==> config.mk <==
export PLATFORM = sky130hd
export DESIGN_NAME = lsu_mem_ctrl
export DESIGN_NICKNAME = d
export VERILOG_FILES = /design/src/rtl/lsu_pkg.sv /design/src/rtl/lsu_load_ext.sv /design/src/rtl/lsu_mem_ctrl.sv
export SDC_FILE = /design/constraint.sdc
export NUM_CORES = 1
export LEC_CHECK = 0
export ABC_AREA = 0
export CAP_MARGIN = 25
export CORE_MARGIN = 2
export CORE_UTILIZATION = 46
export DETAILED_ROUTE_END_ITERATION = 8
export PLACE_DENSITY = 0.87
export RECOVER_POWER = 100
export SLEW_MARGIN = 15
export SYNTH_ARGS = -nofsm -noshare
export SYNTH_HDL_FRONTEND = slang
export SYNTH_SLANG_ARGS = --single-unit
==> constraint.sdc <==
create_clock -name clk -period 3.5 [get_ports clk]
set_input_delay 0.7 -clock clk [delete_from_list [all_inputs] [get_ports clk]]
set_output_delay 0.7 -clock clk [all_outputs]
set_load 0.01 [all_outputs]
==> src/rtl/lsu_pkg.sv <==
// lsu_pkg: shared constants, FSM state type and access-decode helpers
// for the load/store initiator (lsu_mem_ctrl) and its load extender.
package lsu_pkg;

   // RISC-V funct3 encodings for loads/stores
   localparam logic [2:0] F3_B  = 3'b000;
   localparam logic [2:0] F3_H  = 3'b001;
   localparam logic [2:0] F3_W  = 3'b010;
   localparam logic [2:0] F3_BU = 3'b100;
   localparam logic [2:0] F3_HU = 3'b101;

   typedef enum logic [1:0] {
      IDLE   = 2'd0,
      ACCESS = 2'd1,
      SPLIT  = 2'd2,
      RESP   = 2'd3
   } lsu_state_t;

   // Halfwords need bit 0 clear, words need bits 1:0 clear; bytes are always aligned.
   function automatic logic is_misaligned(input logic [2:0] f3, input logic [1:0] lsb);
      logic mis;
      mis = 1'b0;
      case (f3)
         F3_H, F3_HU: mis = lsb[0];
         F3_W:        mis = (lsb != 2'b00);
         default:     mis = 1'b0;
      endcase
      return mis;
   endfunction

   // Unused funct3 codes are never legal; unsigned variants only exist for loads.
   function automatic logic is_illegal(input logic we, input logic [2:0] f3);
      logic ill;
      ill = 1'b0;
      case (f3)
         F3_B, F3_H, F3_W: ill = 1'b0;
         F3_BU, F3_HU:     ill = we;
         default:          ill = 1'b1;
      endcase
      return ill;
   endfunction

endpackage

==> src/rtl/lsu_load_ext.sv <==
// lsu_load_ext: sign/zero extension of a byte-assembled load value
// according to the load's funct3.
module lsu_load_ext
   import lsu_pkg::*;
#(
   parameter int XLEN = 32
) (
   input  logic [XLEN-1:0] asm_i,
   input  logic [2:0]      f3_i,
   output logic [XLEN-1:0] ext_o
);

   // Extend the assembled little-endian bytes to the full register width
   always_comb begin
      ext_o = asm_i;
      case (f3_i)
         F3_B:    ext_o = {{(XLEN-8){asm_i[7]}}, asm_i[7:0]};
         F3_BU:   ext_o = {{(XLEN-8){1'b0}}, asm_i[7:0]};
         F3_H:    ext_o = {{(XLEN-16){asm_i[15]}}, asm_i[15:0]};
         F3_HU:   ext_o = {{(XLEN-16){1'b0}}, asm_i[15:0]};
         default: ext_o = asm_i;
      endcase
   end

endmodule

==> src/rtl/lsu_mem_ctrl.sv <==
// lsu_mem_ctrl: single-outstanding load/store initiator driving DataMem.
// Optional macro LSU_MISALIGN_SPLIT_EN: when defined, misaligned H/HU/W
// accesses are split into sequential byte accesses; when undefined they
// are rejected with a fault response and no memory cycle.
module lsu_mem_ctrl
   import lsu_pkg::*;
#(
   parameter int ADDR_W = 10,
   parameter int XLEN   = 32
) (
   input  logic              clk,
   input  logic              rst_n,
   input  logic              req_valid,
   output logic              req_ready,
   input  logic              req_we,
   input  logic [2:0]        req_f3,
   input  logic [ADDR_W-1:0] req_addr,
   input  logic [XLEN-1:0]   req_wdata,
   output logic              rsp_valid,
   output logic [XLEN-1:0]   rsp_rdata,
   output logic              rsp_fault,
   output logic              mem_read,
   output logic              mem_write,
   output logic [2:0]        mem_f3,
   output logic [ADDR_W-1:0] mem_addr,
   output logic [XLEN-1:0]   mem_wdata,
   input  logic [XLEN-1:0]   mem_rdata
);

   lsu_state_t        state_q, state_d;
   logic              we_q, we_d;
   logic [2:0]        f3_q, f3_d;
   logic [ADDR_W-1:0] addr_q, addr_d;
   logic [XLEN-1:0]   wdata_q, wdata_d;
   logic [XLEN-1:0]   rdata_q, rdata_d;
   logic              fault_q, fault_d;

`ifdef LSU_MISALIGN_SPLIT_EN
   logic [1:0]      idx_q, idx_d;
   logic [XLEN-1:0] asm_q, asm_d;
   logic [XLEN-1:0] asm_next;
   logic [XLEN-1:0] ext_res;
   logic [1:0]      last_idx;

   assign last_idx = (f3_q == F3_W) ? 2'd3 : 2'd1;

   // Merge the byte returned this cycle into the little-endian assembly
   always_comb begin
      asm_next = asm_q;
      asm_next[{idx_q, 3'b000} +: 8] = mem_rdata[7:0];
   end

   lsu_load_ext #(.XLEN(XLEN)) u_load_ext (
      .asm_i (asm_next),
      .f3_i  (f3_q),
      .ext_o (ext_res)
   );
`endif

   // State and latched request fields; reset returns to IDLE with nothing pending
   always_ff @(posedge clk or negedge rst_n) begin
      if (!rst_n) begin
         state_q <= IDLE;
         we_q    <= 1'b0;
         f3_q    <= 3'b000;
         addr_q  <= '0;
         wdata_q <= '0;
         rdata_q <= '0;
         fault_q <= 1'b0;
`ifdef LSU_MISALIGN_SPLIT_EN
         idx_q   <= 2'd0;
         asm_q   <= '0;
`endif
      end else begin
         state_q <= state_d;
         we_q    <= we_d;
         f3_q    <= f3_d;
         addr_q  <= addr_d;
         wdata_q <= wdata_d;
         rdata_q <= rdata_d;
         fault_q <= fault_d;
`ifdef LSU_MISALIGN_SPLIT_EN
         idx_q   <= idx_d;
         asm_q   <= asm_d;
`endif
      end
   end

   // Next-state decode and all outputs; memory strobes only in ACCESS/SPLIT
   always_comb begin
      state_d   = state_q;
      we_d      = we_q;
      f3_d      = f3_q;
      addr_d    = addr_q;
      wdata_d   = wdata_q;
      rdata_d   = rdata_q;
      fault_d   = fault_q;
`ifdef LSU_MISALIGN_SPLIT_EN
      idx_d     = idx_q;
      asm_d     = asm_q;
`endif
      req_ready = 1'b0;
      rsp_valid = 1'b0;
      rsp_rdata = '0;
      rsp_fault = 1'b0;
      mem_read  = 1'b0;
      mem_write = 1'b0;
      mem_f3    = 3'b000;
      mem_addr  = '0;
      mem_wdata = '0;

      case (state_q)
         IDLE: begin
            req_ready = 1'b1;
            if (req_valid) begin
               we_d    = req_we;
               f3_d    = req_f3;
               addr_d  = req_addr;
               wdata_d = req_wdata;
               rdata_d = '0;
               fault_d = 1'b0;
               if (is_illegal(req_we, req_f3)) begin
                  fault_d = 1'b1;
                  state_d = RESP;
               end else if (is_misaligned(req_f3, req_addr[1:0])) begin
`ifdef LSU_MISALIGN_SPLIT_EN
                  idx_d   = 2'd0;
                  asm_d   = '0;
                  state_d = SPLIT;
`else
                  fault_d = 1'b1;
                  state_d = RESP;
`endif
               end else begin
                  state_d = ACCESS;
               end
            end
         end

         ACCESS: begin
            mem_read  = ~we_q;
            mem_write = we_q;
            mem_f3    = f3_q;
            mem_addr  = addr_q;
            mem_wdata = wdata_q;
            rdata_d   = we_q ? '0 : mem_rdata;
            state_d   = RESP;
         end

`ifdef LSU_MISALIGN_SPLIT_EN
         SPLIT: begin
            mem_addr = addr_q + ADDR_W'(idx_q);
            if (we_q) begin
               mem_write      = 1'b1;
               mem_f3         = F3_B;
               mem_wdata[7:0] = wdata_q[{idx_q, 3'b000} +: 8];
            end else begin
               mem_read = 1'b1;
               mem_f3   = F3_BU;
               asm_d    = asm_next;
            end
            if (idx_q == last_idx) begin
               rdata_d = we_q ? '0 : ext_res;
               state_d = RESP;
            end else begin
               idx_d = idx_q + 2'd1;
            end
         end
`endif

         RESP: begin
            rsp_valid = 1'b1;
            rsp_rdata = rdata_q;
            rsp_fault = fault_q;
            state_d   = IDLE;
         end

         default: state_d = IDLE;
      endcase
   end

endmodule

Word level (Yosys, flattened, before mapping)
Index checks and enable logic that the tools add are counted.
{"block": "totals", "ram_bits": 0, "inputBits": 81, "rom_bits": 0, "latch_bits": 0, "n_memories": 0, "wordCells": 49, "reg_bits": 81}
{"block": "classes", "bitwise": 1, "magnitude_cmp": 0, "n_eq_ne": 7, "shifts": 0, "add_sub_neg": 0, "mul": 0, "n_mux": 25, "n_reduce_logical": 9, "n_div": 0}
{"operator": "32-bit 2-to-1 mux", "n": 4}
{"operator": "32-bit one-hot mux with 2 select lines", "n": 1}
{"operator": "1-bit 2-to-1 mux", "n": 12}
{"operator": "10-bit 2-to-1 mux", "n": 1}
{"operator": "3-bit == test (second input constant)", "n": 2}
{"operator": "2-bit 2-to-1 mux", "n": 3}
{"operator": "1-bit one-hot mux with 2 select lines", "n": 2}
{"operator": "2-bit one-hot mux with 2 select lines", "n": 1}
{"operator": "2-bit AND reduction", "n": 2}
{"operator": "2-bit nonzero test", "n": 2}
{"operator": "2-bit OR reduction", "n": 2}
{"operator": "3-bit by 1-bit == test with 1-bit output (second input constant)", "n": 1}
{"operator": "3-bit by 2-bit == test with 1-bit output (second input constant)", "n": 1}
{"operator": "3-bit zero test", "n": 1}
{"operator": "3-bit 2-to-1 mux", "n": 1}
{"operator": "3-bit OR reduction", "n": 1}
{"operator": "2-bit by 1-bit == test with 1-bit output (second input constant)", "n": 1}
{"operator": "2-bit == test (second input constant)", "n": 1}
{"operator": "2-bit zero test", "n": 1}
{"operator": "2-bit != test (second input constant)", "n": 1}
{"operator": "1-bit inverter", "n": 1}

Longest topological paths before layout
Gate-level depths: netlist of the first run.
{"block": "logic_depth", "depth_word": 12, "mapped_depth": 5, "depth_no_buf": 3}

Worst setup path before layout of the first run
No wires, ideal clock.
{"block": "synth_timing", "path_kind": "register -> output", "startpoint": "reg state_q[0]", "endpoint": "out mem_addr[0]", "n_path_buf": 3, "t_required_ps": 2800, "path_stages_with_launch": 6, "setup_slack_ps": 1688, "t_arrival_ps": 1112, "cell_sequence": "dfrtp_1 buf_6 nor2b_2 buf_6 buf_6 and2_1"}
{"block": "synth_between", "elab_chain_len": 2}
{"item": "from (decl)", "line_no": "lsu_mem_ctrl.sv:30", "text": "lsu_state_t state_q, state_d;"}
{"item": "from (signal assigned)", "line_no": "lsu_mem_ctrl.sv:75", "text": "state_q <= state_d;"}
{"item": "2-bit by 1-bit == test with 1-bit output", "line_no": "lsu_mem_ctrl.sv:112", "text": "case (state_q)"}
{"item": "10-bit 2-to-1 mux", "line_no": "lsu_mem_ctrl.sv:112"}
{"item": "to (decl)", "line_no": "lsu_mem_ctrl.sv:25", "text": "output logic [ADDR_W-1:0] mem_addr,"}
No other way between the ends.

Worst setup path in the final report of the first run
{"block": "layout_timing", "startpoint": "in req_valid", "endpoint": "reg rdata_q[9]"}
{"block": "layout_between", "elab_chain_len": 2}
{"item": "from (decl)", "line_no": "lsu_mem_ctrl.sv:13", "text": "input logic req_valid,"}
{"item": "2-bit != test (no line)"}
{"item": "2-bit AND reduction (no line)"}
{"item": "to (signal assigned)", "line_no": "lsu_mem_ctrl.sv:80", "text": "rdata_q <= rdata_d;"}
{"item": "to (decl)", "line_no": "lsu_mem_ctrl.sv:35", "text": "logic [XLEN-1:0] rdata_q, rdata_d;"}
No other way between the ends.
A chain may end at the register's enable or synchronous reset.

==> impl_metrics.py, run 1 <==
metrics = {
    "run_status": {
        "violations": "capacitance limit, slew limit",
        "status": "complete, but fails checks",
    },
    "critical_path": {
        "cp-end-kind": "flop",
        "crit_required_ps": 3760,
        "cp_top_family": "compound AO/OA/AOI/OAI gates",
        "crit_chain": "dlygate4sd3_1, o21bai_1, a22o_1",
        "slowest_delay_ps": 1760,
        "cp_max_fo": 33,
        "crit_type": "in2reg",
        "cp.buffers_inverters": 1,
        "cpMaxStageDelayCell": "o21bai_1",
        "crit_arrival_ps": 3370,
        "startpoint_type": "primary input",
    },
    "place": {
        "detailed_place_hpwl_um": 6120,
        "dpl.cell_count": 521,
        "dp_slack_ps": 852,
        "dpl_cell_area_sq_um": 5340,
        "gp_congestion": 0.771,
        "port_buffers": 162,
    },
    "floorplan": {
        "dieArea_sq_um": 8890,
        "ios": 163,
        "fp.coreArea_sq_um": 7810,
        "fp-row-count": 32,
        "die_w_um": 94.3,
        "initial_utilization_pct": 48.0,
        "chipHeight_um": 94.3,
    },
    "synthesis": {
        "synth_seq_cells": 81,
        "syn_nets": 357,
        "synth_area_per_cell_sq_um": 13.6,
        "yosysWarnings": 0,
        "synth_cells": 276,
        "synth_area_sq_um": 3750,
        "synth_cell_types": 24,
        "synth.yosys.seq_area_share_pct": 54.1,
    },
    "power": {
        "p_leak_nw": 2.60,
        "p_per_area_nw_per_um2": 765,
        "power_mw": 4.14,
        "peakVddDrop_mv": 0.380,
    },
    "cells_and_area": {
        "utilization_pct": 69.3,
        "layout_commonest_cell": "clkdlybuf4s50_1",
        "antennaDiodeCount": 0,
        "layout-drive-gt1-share_pct": 9.63,
        "syn2layout_area_growth_pct": 44.4,
        "stdcell_area_sq_um": 5410,
        "nNetsFinal": 512,
        "final_cells": 538,
        "layout_common_cells": "92 x clkdlybuf4s50_1, 81 x dfrtp_1, 69 x dlygate4sd3_1",
    },
    "sta": {
        "finalSetupViolations": 0,
        "worst_pin_slew_ps": 2340,
        "fin_tns_setup_ps": 0,
        "finalHoldViolations": 0,
        "fmax_ghz": 0.321,
        "rsz0062_at_grt": "false",
        "maxSlewHeadroom_pct": -56.4,
        "period_needed_ps": 3110,
        "hold_slack_ps": 478,
        "setup_ws_ps": 387,
        "period_share_pct": 88.9,
        "finalMaxSlewViolations": 67,
        "skew_ps": 9.78,
    },
    "routing": {
        "avgViaCountPerCell": 5.04,
        "drtIter0Drc": 76,
        "avgRoutedWirePerCell_um": 16.2,
        "drtAntennaViolNets": 0,
        "drc": 0,
        "firstDrtPassIters": 4,
        "vias": 2713,
        "routed_wl_um": 8740,
    },
    "clocking": {
        "cts_resized": 0,
        "h-tree-depth": 3,
        "hold_buffers": 0,
        "cts_tree": "built",
        "worstSkewPairLatency_ps": 340,
        "cts_setup_buffers": 0,
        "clockBufferDepth": 2,
        "cts.sinks": 81,
        "path_clk_slew_ps": 80,
        "root_buffer": "clkbuf_8",
        "cts_buffers": 9,
    },
    "global_routing": {
        "grt_overflow": 0,
        "grt_usage_pct": 20.6,
        "grt_pass1_wl_um": 14200,
        "antenna_found_initial": 0,
        "grt_pass1_vias": 2777,
        "grt_max_degree": 82,
    },
    "hold_path": {
        "hold_path.class": "reg2reg",
    },
    "job": {
        "cap_violations": 2,
    },
}
==> worst paths after layout <==
path	start	end	slack (ps)	cells past startpoint
hold / removal	wdata_q[9]	wdata_q[9]	480	1
min in group asynchronous	rst_n	addr_q[7]	760	1
setup / recovery	req_valid	rdata_q[9]	390	3
setup reg to reg	state_q[0]	rdata_q[9]	690	3
max in group asynchronous	rst_n	state_q[1]	820	2
hold reg to reg	wdata_q[9]	wdata_q[9]	480	1
==> state kept, by name, indices dropped and copies added (netlist names) <==
name	cells
rdata_q	32
we_q	1
wdata_q	32
state_q	2
f3_q	3
addr_q	10
fault_q	1
==> synthesized netlist by cell type <==
master	instances	area (sq um)
dfrtp_1	81	2030
and2_1	47	294
and3_1	33	206
a22o_1	32	280
mux2_4	29	435
mux2_2	17	191
buf_2	6	30.0
buf_6	6	67.6
clkbuf_1	6	22.5
buf_12	3	60.1
buf_4	2	15.0
inv_1	2	7.51
a221o_1	1	10.0
buf_8	1	15.0
mux2i_1	1	10.0
nand2b_1	1	6.26
nand2b_2	1	8.76
nor2_1	1	3.75
nor2_2	1	6.26
nor2_4	1	11.3
nor2b_2	1	8.76
o21ai_0	1	5.00
o21bai_4	1	18.8
o41ai_1	1	8.76
==> where the power goes <==
part	internal (mW)	switching [mW]	total, mW
registers	1.40	0.233	1.63
clock network	0.399	0.320	0.718
logic	0.997	0.796	1.79
total	2.79	1.35	4.14
==> logic make-up after synthesis <==
logic type             share of synthesized area [%]
multiplexers                                    17.0
AND/OR/NAND/NOR                                 14.5
buffers and inverters                           5.81
AO/OA/AOI/OAI                                   8.61
flip-flops                                      54.1
==> per-layer routing <==
metal  part of all wire [%]  up-vias  track usage [%]
li1                       -     1274                -
met1                     42     1311             28.2
met2                     47      122             31.8
met3                    9.4        6             6.10
met4                    1.0        0             6.28
met5                      0        -                0
==> area by class of cell <==
type / instances / area, sq um
repair buffers: 168 / 1660
clock inverters: 6 / 82.6
well taps: 102 / 128
clock buffers: 10 / 128
multi-input cells: 169 / 1390
flip-flops and latches: 81 / 2030
fillers: 594 / 2390
inverters: 2 / 7.51
Note: power is estimated with default switching activity, not from simulation.
==> run 2: changes to the inputs <==
--- a/config.mk
+++ b/config.mk
@@ -10,7 +10,7 @@
 export CORE_MARGIN = 2
 export CORE_UTILIZATION = 46
 export DETAILED_ROUTE_END_ITERATION = 8
-export PLACE_DENSITY = 0.87
+export PLACE_DENSITY_LB_ADDON = 0.25
 export RECOVER_POWER = 100
 export SLEW_MARGIN = 15
 export SYNTH_ARGS = -nofsm -noshare
==> constraint.sdc (replaced) <==
create_clock -name clk -period 3.9 [get_ports clk]
set_input_delay 0.78 -clock clk [delete_from_list [all_inputs] [get_ports clk]]
set_output_delay 0.78 -clock clk [all_outputs]
set_load 0.01 [all_outputs]
==> run 2 against run 1 <==
Compared with the run above: the flow still finishes with violations (capacitance limit, slew limit); sequential power fell by 11%; clock power rose by 2%; sequential share of layout area fell by 0.36 points; critical path depth rose by 1; non-clock buffer count did not move.
==> impl_metrics.py, run 2 (synthesis gave the netlist of run 1 again) <==
metrics = {
    "sta": {
        "period_share_pct": 83.6,
        "fmax_ghz": 0.307,
        "hold_slack_ps": 480,
        "worst_pin_slew_ps": 2300,
        "finalSetupViolations": 0,
        "maxSlewHeadroom_pct": -53.9,
        "fin_tns_setup_ps": 0,
        "skew_ps": 8.16,
        "rsz0062_at_grt": "false",
        "finalHoldViolations": 0,
        "finalMaxSlewViolations": 76,
        "period_needed_ps": 3260,
    },
    "floorplan": {
        "chipHeight_um": 94.3,
        "ios": 163,
        "die_w_um": 94.3,
        "dieArea_sq_um": 8890,
        "fp.coreArea_sq_um": 7810,
        "initial_utilization_pct": 48.0,
        "fp-row-count": 32,
    },
    "routing": {
        "drc": 0,
        "drtIter0Drc": 127,
        "routed_wl_um": 8670,
        "avgRoutedWirePerCell_um": 16.2,
        "drtAntennaViolNets": 0,
        "firstDrtPassIters": 4,
        "vias": 2699,
        "avgViaCountPerCell": 5.03,
    },
    "cells_and_area": {
        "register_area_sq_um": 2030,
        "layout_commonest_cell": "clkdlybuf4s50_1",
        "layout_common_cells": "122 x clkdlybuf4s50_1, 81 x dfrtp_1, 39 x dlygate4sd3_1",
        "syn2layout_area_growth_pct": 45.8,
        "antennaDiodeCount": 0,
        "final_cells": 537,
        "fillers": 600,
        "nNetsFinal": 512,
        "layout-drive-gt1-share_pct": 9.43,
        "multi_input_area_sq_um": 1380,
        "reg_top3": "rdata_q (32), wdata_q (32), addr_q (10)",
    },
    "power": {
        "switchingPower_mw": 1.21,
        "p_leak_nw": 2.53,
        "peakVddDrop_mv": 0.295,
        "p_per_area_nw_per_um2": 705,
        "pwr-share-comb_pct": 43.3,
        "pwr-share-seq_pct": 37.7,
        "p_sw_share_pct": 31.5,
        "clkPwrFrac_pct": 19.0,
        "internal_power_mw": 2.64,
    },
    "clocking": {
        "path_clk_slew_ps": 80,
        "cts.sinks": 81,
        "worstSkewPairLatency_ps": 340,
        "root_buffer": "clkbuf_8",
        "cts_buffers": 9,
        "h-tree-depth": 3,
        "cts_tree": "built",
        "cts_resized": 0,
        "clockBufferDepth": 2,
        "cts_setup_buffers": 0,
        "hold_buffers": 0,
    },
    "place": {
        "detailed_place_hpwl_um": 6010,
        "dpl.cell_count": 521,
        "port_buffers": 162,
        "gp_congestion": 0.735,
    },
    "critical_path": {
        "crit_chain": "nor2b_1, buf_12, and2_1, clkdlybuf4s50_1",
        "crit_type": "reg2out",
        "startpoint_type": "flop",
        "cp.buffers_inverters": 2,
        "crit_arrival_ps": 2480,
        "crit_required_ps": 3120,
        "cpMaxStageDelayCell": "nor2b_1",
        "cp_top_family": "simple AND/OR/NAND/NOR gates",
        "slowest_delay_ps": 820,
        "cp_max_fo": 27,
        "cp-end-kind": "output pin",
    },
    "global_routing": {
        "antenna_found_initial": 0,
        "grt_pass1_wl_um": 13800,
        "grt_overflow": 0,
        "grt_usage_pct": 20.3,
        "grt_pass1_vias": 2633,
        "grt_max_degree": 82,
    },
    "run_status": {
        "status": "complete, but fails checks",
        "violations": "capacitance limit, slew limit",
    },
    "hold_path": {
        "hold_path.class": "reg2reg",
    },
    "job": {
        "cap_violations": 2,
    },
}
run 2: metal layers:
metal	track usage (%)	vias up	routed length (um)
met1	28.6	1321	3670
met5	0	-	0
met2	30.7	92	4270
li1	-	1277	-
met3	4.90	9	631
met4	6.88	0	99
run 2: worst paths after layout:
path | to | cells after the start | start | slack [ps]
worst min register to register | wdata_q[0] | 1 | wdata_q[0] | 480
worst max register to register | rdata_q[27] | 3 | state_q[0] | 1080
worst max-delay path | mem_wdata[23] | 4 | state_q[1] | 640
min in group asynchronous | wdata_q[10] | 1 | rst_n | 1070
max in group asynchronous | rdata_q[21] | 1 | rst_n | 1560
worst min-delay path | wdata_q[0] | 1 | wdata_q[0] | 480
run 2: layout make-up:
| cell class | instances | area share, % |
|---|---|---|
| sequential | 81 | 37.1 |
| timing repair buffer | 168 | 30.7 |
| multi-input combinational | 169 | 25.3 |
| clock buffer | 10 | 2.52 |
| tap | 102 | 2.33 |
| clock inverter | 5 | 1.90 |
| inverter | 2 | 0.137 |
run 2: power by group through the flow:
stage	Combinational, mW	Sequential, mW	Clock [mW]
final	1.67	1.45	0.733
after CTS	1.90	1.47	0.746
after global routing	1.82	1.51	0.784
after floorplan	1.25	1.40	0
after detailed placement	1.89	1.47	0
after global placement	1.86	1.46	0
run 2: stage by stage:
step                setup WS (ps)  utilization (%)  power [mW]  cell area, sq um
floorplan                    2010                -        2.66              3750
global placement             1250             68.3        3.32              5340
detailed placement           1220             68.3        3.37              5340
CTS                           888             71.4        4.12              5580
global route                  367             70.0        4.11              5470
finish                        639             70.0        3.85              5470
